File: src/rtl/lru_age_updater.sv
// lru_age_updater: per-set LRU age store; accessed channel becomes age 0, the oldest stays at 7.
// Parameters: SET_COUNT (sets held), SET_WIDTH (set index width).
// Ports: clk, rst (sync, active-high); upd_valid/upd_ready/upd_set/upd_chan update request;
//        upd_done one-cycle write pulse; busy (not idle); rd_set read select; lru_out0..7 registered ages.
// Optional: define LRU_UPD_BYPASS_EN to forward the row being written to lru_out* in the same cycle.
module lru_age_updater #(
    parameter int SET_COUNT = 16,
    parameter int SET_WIDTH = 4
) (
    input  logic                 clk,
    input  logic                 rst,
    input  logic                 upd_valid,
    output logic                 upd_ready,
    input  logic [SET_WIDTH-1:0] upd_set,
    input  logic [2:0]           upd_chan,
    output logic                 upd_done,
    output logic                 busy,
    input  logic [SET_WIDTH-1:0] rd_set,
    output logic [2:0]           lru_out0,
    output logic [2:0]           lru_out1,
    output logic [2:0]           lru_out2,
    output logic [2:0]           lru_out3,
    output logic [2:0]           lru_out4,
    output logic [2:0]           lru_out5,
    output logic [2:0]           lru_out6,
    output logic [2:0]           lru_out7
);
    localparam int CHAN_COUNT = 8;
    localparam int LRU_WIDTH = 3;
    typedef logic [CHAN_COUNT-1:0][LRU_WIDTH-1:0] row_t;
    typedef enum logic [1:0] {INIT, IDLE, CALC, WRITE} state_t;
    state_t               state, state_nx;
    logic [SET_WIDTH-1:0] init_cnt, cap_set;
    logic [2:0]           cap_chan;
    logic [LRU_WIDTH-1:0] acc_age;
    logic                 set_ok, rd_ok;
    row_t                 age [SET_COUNT];
    row_t                 cur_row, calc_row, init_row, new_row, lru_q;

    // Sets beyond SET_COUNT are accepted but never read or written.
    assign set_ok = 32'(cap_set) < SET_COUNT;
    assign rd_ok = 32'(rd_set) < SET_COUNT;
    assign upd_ready = state == IDLE;
    assign upd_done = state == WRITE;
    assign busy = state != IDLE;
    assign {lru_out7, lru_out6, lru_out5, lru_out4, lru_out3, lru_out2, lru_out1, lru_out0} = lru_q;

    // Channels younger than the accessed one age by one, so each row stays a permutation of 0..7.
    always_comb begin
        cur_row = set_ok ? age[cap_set] : '0;
        acc_age = cur_row[cap_chan];
        for (int w = 0; w < CHAN_COUNT; w++) begin
            init_row[w] = LRU_WIDTH'(w);
            calc_row[w] = (3'(w) == cap_chan) ? '0 :
                          (cur_row[w] < acc_age) ? cur_row[w] + LRU_WIDTH'(1) : cur_row[w];
        end
    end

    always_comb begin
        state_nx = state;
        case (state)
            INIT:    state_nx = (init_cnt == SET_WIDTH'(SET_COUNT - 1)) ? IDLE : INIT;
            IDLE:    state_nx = upd_valid ? CALC : IDLE;
            CALC:    state_nx = WRITE;
            default: state_nx = IDLE;
        endcase
    end

    always_ff @(posedge clk) begin
        if (rst) begin
            state <= INIT;
            init_cnt <= '0;
        end else begin
            state <= state_nx;
            if (state == INIT) init_cnt <= init_cnt + SET_WIDTH'(1);
            if (state == IDLE && upd_valid) begin
                cap_set <= upd_set;
                cap_chan <= upd_chan;
            end
            if (state == CALC) new_row <= calc_row;
        end
    end

    // Array has no reset; INIT fills it. A reset in CALC/WRITE suppresses the pending write.
    always_ff @(posedge clk) begin
        if (!rst && state == INIT) age[init_cnt] <= init_row;
        else if (!rst && state == WRITE && set_ok) age[cap_set] <= new_row;
    end

    always_ff @(posedge clk) begin
        if (rst || state == INIT) lru_q <= '0;
`ifdef LRU_UPD_BYPASS_EN
        else if (state == WRITE && set_ok && rd_set == cap_set) lru_q <= new_row;
`endif
        else lru_q <= rd_ok ? age[rd_set] : '0;
    end
endmodule

File: config.mk
export PLATFORM = sky130hd
export DESIGN_NAME = lru_age_updater
export DESIGN_NICKNAME = d
export VERILOG_FILES = /design/src/rtl/lru_age_updater.sv
export SDC_FILE = /design/constraint.sdc
export NUM_CORES = 1
export LEC_CHECK = 0
export BUFFER_PORTS_ARGS = -buffer_cell sky130_fd_sc_hd__clkbuf_2
export CORE_AREA = 2 2 233 235
export CTS_BUF_LIST = sky130_fd_sc_hd__clkbuf_2 sky130_fd_sc_hd__clkbuf_4 sky130_fd_sc_hd__clkbuf_8
export DETAILED_ROUTE_END_ITERATION = 10
export DIE_AREA = 0 0 235 237
export GPL_TIMING_DRIVEN = 0
export HOLD_SLACK_MARGIN = 0.03
export PLACE_DENSITY = 0.59
export SYNTH_ARGS = -nofsm -noshare
export SYNTH_HDL_FRONTEND = slang
export SYNTH_SLANG_ARGS = --single-unit
export TNS_END_PERCENT = 100
File: constraint.sdc
create_clock -name clk -period 6.2 [get_ports clk]
set_input_delay 1.24 -clock clk [delete_from_list [all_inputs] [get_ports clk]]
set_output_delay 1.24 -clock clk [all_outputs]
set_load 0.05 [all_outputs]
Word-level counts from Yosys, hierarchy flattened
Memory sizes are Yosys's and may differ from the RTL's. A register that Yosys moved wholly into a read port is not among the register bits.
Cells that the tools add are included.
- memories: 1
- bits in writable memories: 384
- word-level logic and storage cells: 76
- register bits: 37
- output and inout bits: 27
- input bits: 14
- memories (memory ; depth ; width ; rd ports ; clocked after Yosys merged registers in ; write ports ; line ; source):
    age ; 16 ; 24 ; 2 ; 2 ; 1 ; 37 ; row_t age [SET_COUNT];
- magnitude comparators: 9
- add/subtract/negate cells: 9
- reductions and logical operators: 10
- bitwise gates (word level): 1
- multiplexer cells: 22
- eq/ne operators: 12
- operators with widths (cell ; count):
    $mux 3 ; 9
    $add 3x1->3 const B ; 8
    $lt 3x3->1 ; 8
    $mux 24 ; 1
    $reduce_or 24->1 ; 1
    $eq 3x3->1 const A ; 4
    $bmux 3 s3 ; 1
    $mux 4 ; 2
    $mux 1 ; 7
    $eq 2x3->1 const A ; 2
    $pmux 2 s3 ; 1
    $add 4x1->4 const B ; 1
    $eq 2x2->1 const B ; 2
    $eq 4x4->1 const B ; 1
    $lt 3x4->1 const B ; 1
    $reduce_and 2->1 ; 2
    $eq 1x3->1 const A ; 1
    $logic_and 1x1->1 ; 3
    $logic_not 3->1 ; 1
    $eq 2x1->1 const B ; 1
    $logic_not 2->1 ; 1
    $mux 2 ; 1
    $ne 2x1->1 const B ; 1
    $logic_not 1->1 ; 1
    2 further kinds ; 2

Longest topological paths before layout
- depth in word-level cells: 7
- gate-level depth with buffers: 15
- depth with buffers taken out: 10

Worst setup path after synthesis
Ideal clock, no wire load.
- kind: reg2reg
- start point: register (tool-made name)
- end point: register new_row[0] (netlist bit) (data pin)
- setup slack: 1.795 ns
- setup time: 0.131 ns
- stages on the path, launching flop included: 12
- clock period less this slack: 4.405 ns
- path buffers: 3
- required time: 6.069 ns
- arrival: 4.274 ns
- path through: dfxtp_1 buf_2 clkbuf_1 buf_1 mux4_2 mux4_2 mux2i_1 ha_1 and2_1 a221o_1 or4_1 nand2_1
- RTL lines (item ; line ; source):
    to (signal assigned) ; 80 ; if (state == CALC) new_row <= calc_row;
    to (decl) ; 38 ; row_t cur_row, calc_row, init_row, new_row, lru_q;

==> impl_metrics.toml <==
[place]
gp_congestion = 0.840
placedCellCount = 1860
numPortBuffers = 36
hpwl_um = 41900

[synth]
synth_fp_nets = 1148
yosys_most_used_dff = "edfxtp_1"
yosysWarnings = 0
ys_seq_area_frac = 0.621
netlist_area_mm2 = 0.0212
synthAdderAreaFrac = 0.0148
syn_area_per_cell_um2 = 19.1
synth_compound_area_frac = 0.0289
yosys.area_share.simple = 0.0509
synthArstFlopShare = 0
synth_mux_area_frac = 0.264
synth_top_family_by_area = "multiplexers"
synth_edf_count = 415
ys_types = 56
synth-seq-cells = 449
yosys.area_share.xor_xnor = 0.000828
netlist_instances = 1109

[die]
die_h_um = 237
rows = 85
ios = 41
core_area_mm2 = 0.0533
die_w_um = 235
die_area_mm2 = 0.0557
initial_core_util = 0.397

[worst_setup_path]
path_buf_inv = 3
cp.required_ns = 6.65
cp-end-kind = "register"
worstSetupPathType = "register to register"
slowest_delay_ns = 0.91
worstPathArrival_ns = 6.36
cp-start-kind = "register"
path_max_fanout = 10
crit_family = "multiplexers"
crit_path_top_delay_cell = "buf_1"
worstPathCellList = "buf_2 -> clkbuf_1 -> buf_1 -> mux4_2 -> mux4_2 -> mux2i_1 -> ha_1 -> and2_1 -> o31ai_1 -> nor4_1 -> o221ai_1 -> o31ai_1"

[finish]
layout-drive-gt1-share = 0.375
nNetsFinal = 1283
fin_cells = 2003
area_growth_syn_to_layout_pct = 15.4
nFillCells = 4487

[global_route]
overflow = 0
grtUsageTotal = 0.231
busiest_layer = "met2"
grt_pass1_vias = 12500
grtUsageMet3 = 0.0546
grtUsageMet2 = 0.385
grtUsageMet1 = 0.299
grt_max_degree = 19
grt_pass1_wl_um = 89500
antenna_found_initial = 2

[sta]
tightest_slew_ns = 1.40
period_share = 0.952
finalSetupTns_ns = 0
fmax_mhz = 169
hold_viol_final = 0
drv_slew = 0
relSlewSlack = 0.0676
rsz0062_at_grt = "no"
setup_viol = 0
fin_crit_ns = 5.90
finalClockSkew_ns = 0.0208

[drt]
wl_per_cell_um = 31.8
dr.pass1.iters = 6
ant_nets = 0
vias = 12300
drt-initial-drc-count = 1449
routed_via_density = 6.13
drc = 0
drt-total-wl_um = 63800

[outcome]
status = "complete, no violations"

[clocking]
cts_buffers = 78
cts.sinks = 449
cts_tree = "done"
clockRootBuffer = "clkbuf_8"
cts_hold_buf = 0
cts_buffer_depth = 3
clk_pin_slew_ns = 0.06
clock_latency_ns = 0.66
htree_num_levels = 3

[power_and_ir_drop]
powerDensity_mw_per_mm2 = 263
p_total_mw = 6.41
ir_drop_uv = 133
leakagePower_nw = 7.92

[hold_path]
hp-class = "register to register"

[run]
drv_cap = 0
-- where the power goes --
group / switching [mW] / internal [mW] / total, mW
Combinational: 0.153 / 0.111 / 0.264
Sequential: 0.00880 / 3.29 / 3.30
Clock: 1.24 / 1.61 / 2.85
-- synthesized netlist by cell type (all sizes together), types with 16 or more instances --
cell	n	area (µm²)
clkbuf	38	143
buf	33	216
mux2i	21	210
nor2	39	146
nor2b	30	188
dfxtp	34	681
nand2b	17	106
and2	18	113
o21ai	19	103
nand2	55	211
ha	25	313
edfxtp	415	12500
or3	16	100
mux4	236	5320
-- metrics by stage --
| step | hold WS, ns | setup WS (ns) | instance area [µm²] | utilization |
|---|---|---|---|---|
| 2_1_floorplan | 0.493 | 1.80 | 21200 | - |
| 3_3_place_gp | 0.520 | 0.167 | 22200 | 0.417 |
| 3_5_place_dp | 0.524 | 0.149 | 22800 | 0.427 |
| 4_1_cts | 0.534 | 0.162 | 24400 | 0.457 |
| 5_1_grt | 0.592 | 0.0100 | 24400 | 0.458 |
| 6_report | 0.536 | 0.298 | 24400 | 0.458 |
-- worst paths after layout --
kind	from	end	slack, ns	depth (start not counted)
setup / recovery	register	new_row[16]	0.30	12
setup reg to reg	register	new_row[16]	0.30	12
hold / removal	init_cnt[0]	init_cnt[0]	0.54	2
hold reg to reg	init_cnt[0]	init_cnt[0]	0.54	2
-- placed cells by master, fill, tap and decap left out, types with 5 or more instances in the layout --
| master | instances |
|---|---|
| buf_12 | 7 |
| dfxtp_1 | 34 |
| ha_1 | 25 |
| or3_1 | 16 |
| a21oi_1 | 12 |
| clkbuf_1 | 35 |
| mux2_2 | 5 |
| o21a_1 | 5 |
| nor2_4 | 16 |
| clkbuf_2 | 38 |
| o41ai_1 | 5 |
| edfxtp_1 | 415 |
| clkinv_2 | 9 |
| o21ai_0 | 16 |
| inv_1 | 14 |
| mux2i_1 | 20 |
| a22o_1 | 6 |
| buf_6 | 11 |
| clkinv_1 | 16 |
| and2_1 | 18 |
| a31oi_1 | 6 |
| clkbuf_4 | 26 |
| mux4_2 | 236 |
| bufinv_16 | 5 |
| clkbuf_8 | 84 |
| nor2_1 | 23 |
| buf_16 | 9 |
| nand2_1 | 53 |
| nand3_1 | 5 |
| buf_1 | 7 |
| nand2b_1 | 17 |
| nor2b_1 | 30 |
| buf_2 | 15 |
-- tightest hold or removal path, delay by kind of cell (launching register included) --
family / cells / cell delay (ns)
DFF: 1 / 0.34
AOI/OAI and AO/OA: 2 / 0.14
-- kinds of logic (layout without fill, tap and decap cells) --
kind of cell,after synthesis,count (layout)
DFF,449,449
and+or+nand+nor,205,205
muxes,262,262
xor gates and xnor gates,2,2
other,0,2
adders and majority gates,25,25
buffers and inverters,85,281
AOI/OAI and AO/OA,81,81
-- sequential cells by signal, indices dropped and copies added, names as in the netlist, named ones only --
name / count
cap_set: 4
lru_out3: 3
new_row: 24
age: 384
lru_out0: 3
lru_out6: 3
lru_out2: 3
state: 2
lru_out4: 3
lru_out1: 3
lru_out7: 3
cap_chan: 3
lru_out5: 3
init_cnt: 4
-- per-layer routing --
| layer | routed length [µm] | vias up |
|---|---|---|
| met2 | 31400 | 638 |
| met4 | 1770 | 0 |
| met1 | 24600 | 6543 |
| met3 | 5930 | 120 |
| met5 | 0 | - |
| li1 | - | 4981 |
-- area by class of cell --
| class | instances | area [µm²] | share of cell area |
|---|---|---|---|
| repair buffers | 56 | 617 | 0.0253 |
| clock inverters | 31 | 264 | 0.0108 |
| clock buffers | 110 | 1350 | 0.0554 |
| well taps | 696 | 871 | 0.0357 |
| multi-input cells | 575 | 7730 | 0.317 |
| diodes | 2 | 5.00 | 0.000205 |
| plain buffers | 70 | 365 | 0.0150 |
| inverters | 14 | 52.6 | 0.00215 |
| flip-flops and latches | 449 | 13100 | 0.539 |
-- what timing repair did --
| action | in CTS | in global routing |
|---|---|---|
| gates resized for setup | 0 | 5 |
| endpoints found under the setup margin | 0 | 2 |
| buffers inserted | 0 | 0 |
| endpoints found under the hold margin | 0 | 0 |
(Power assumes the default switching activity.)
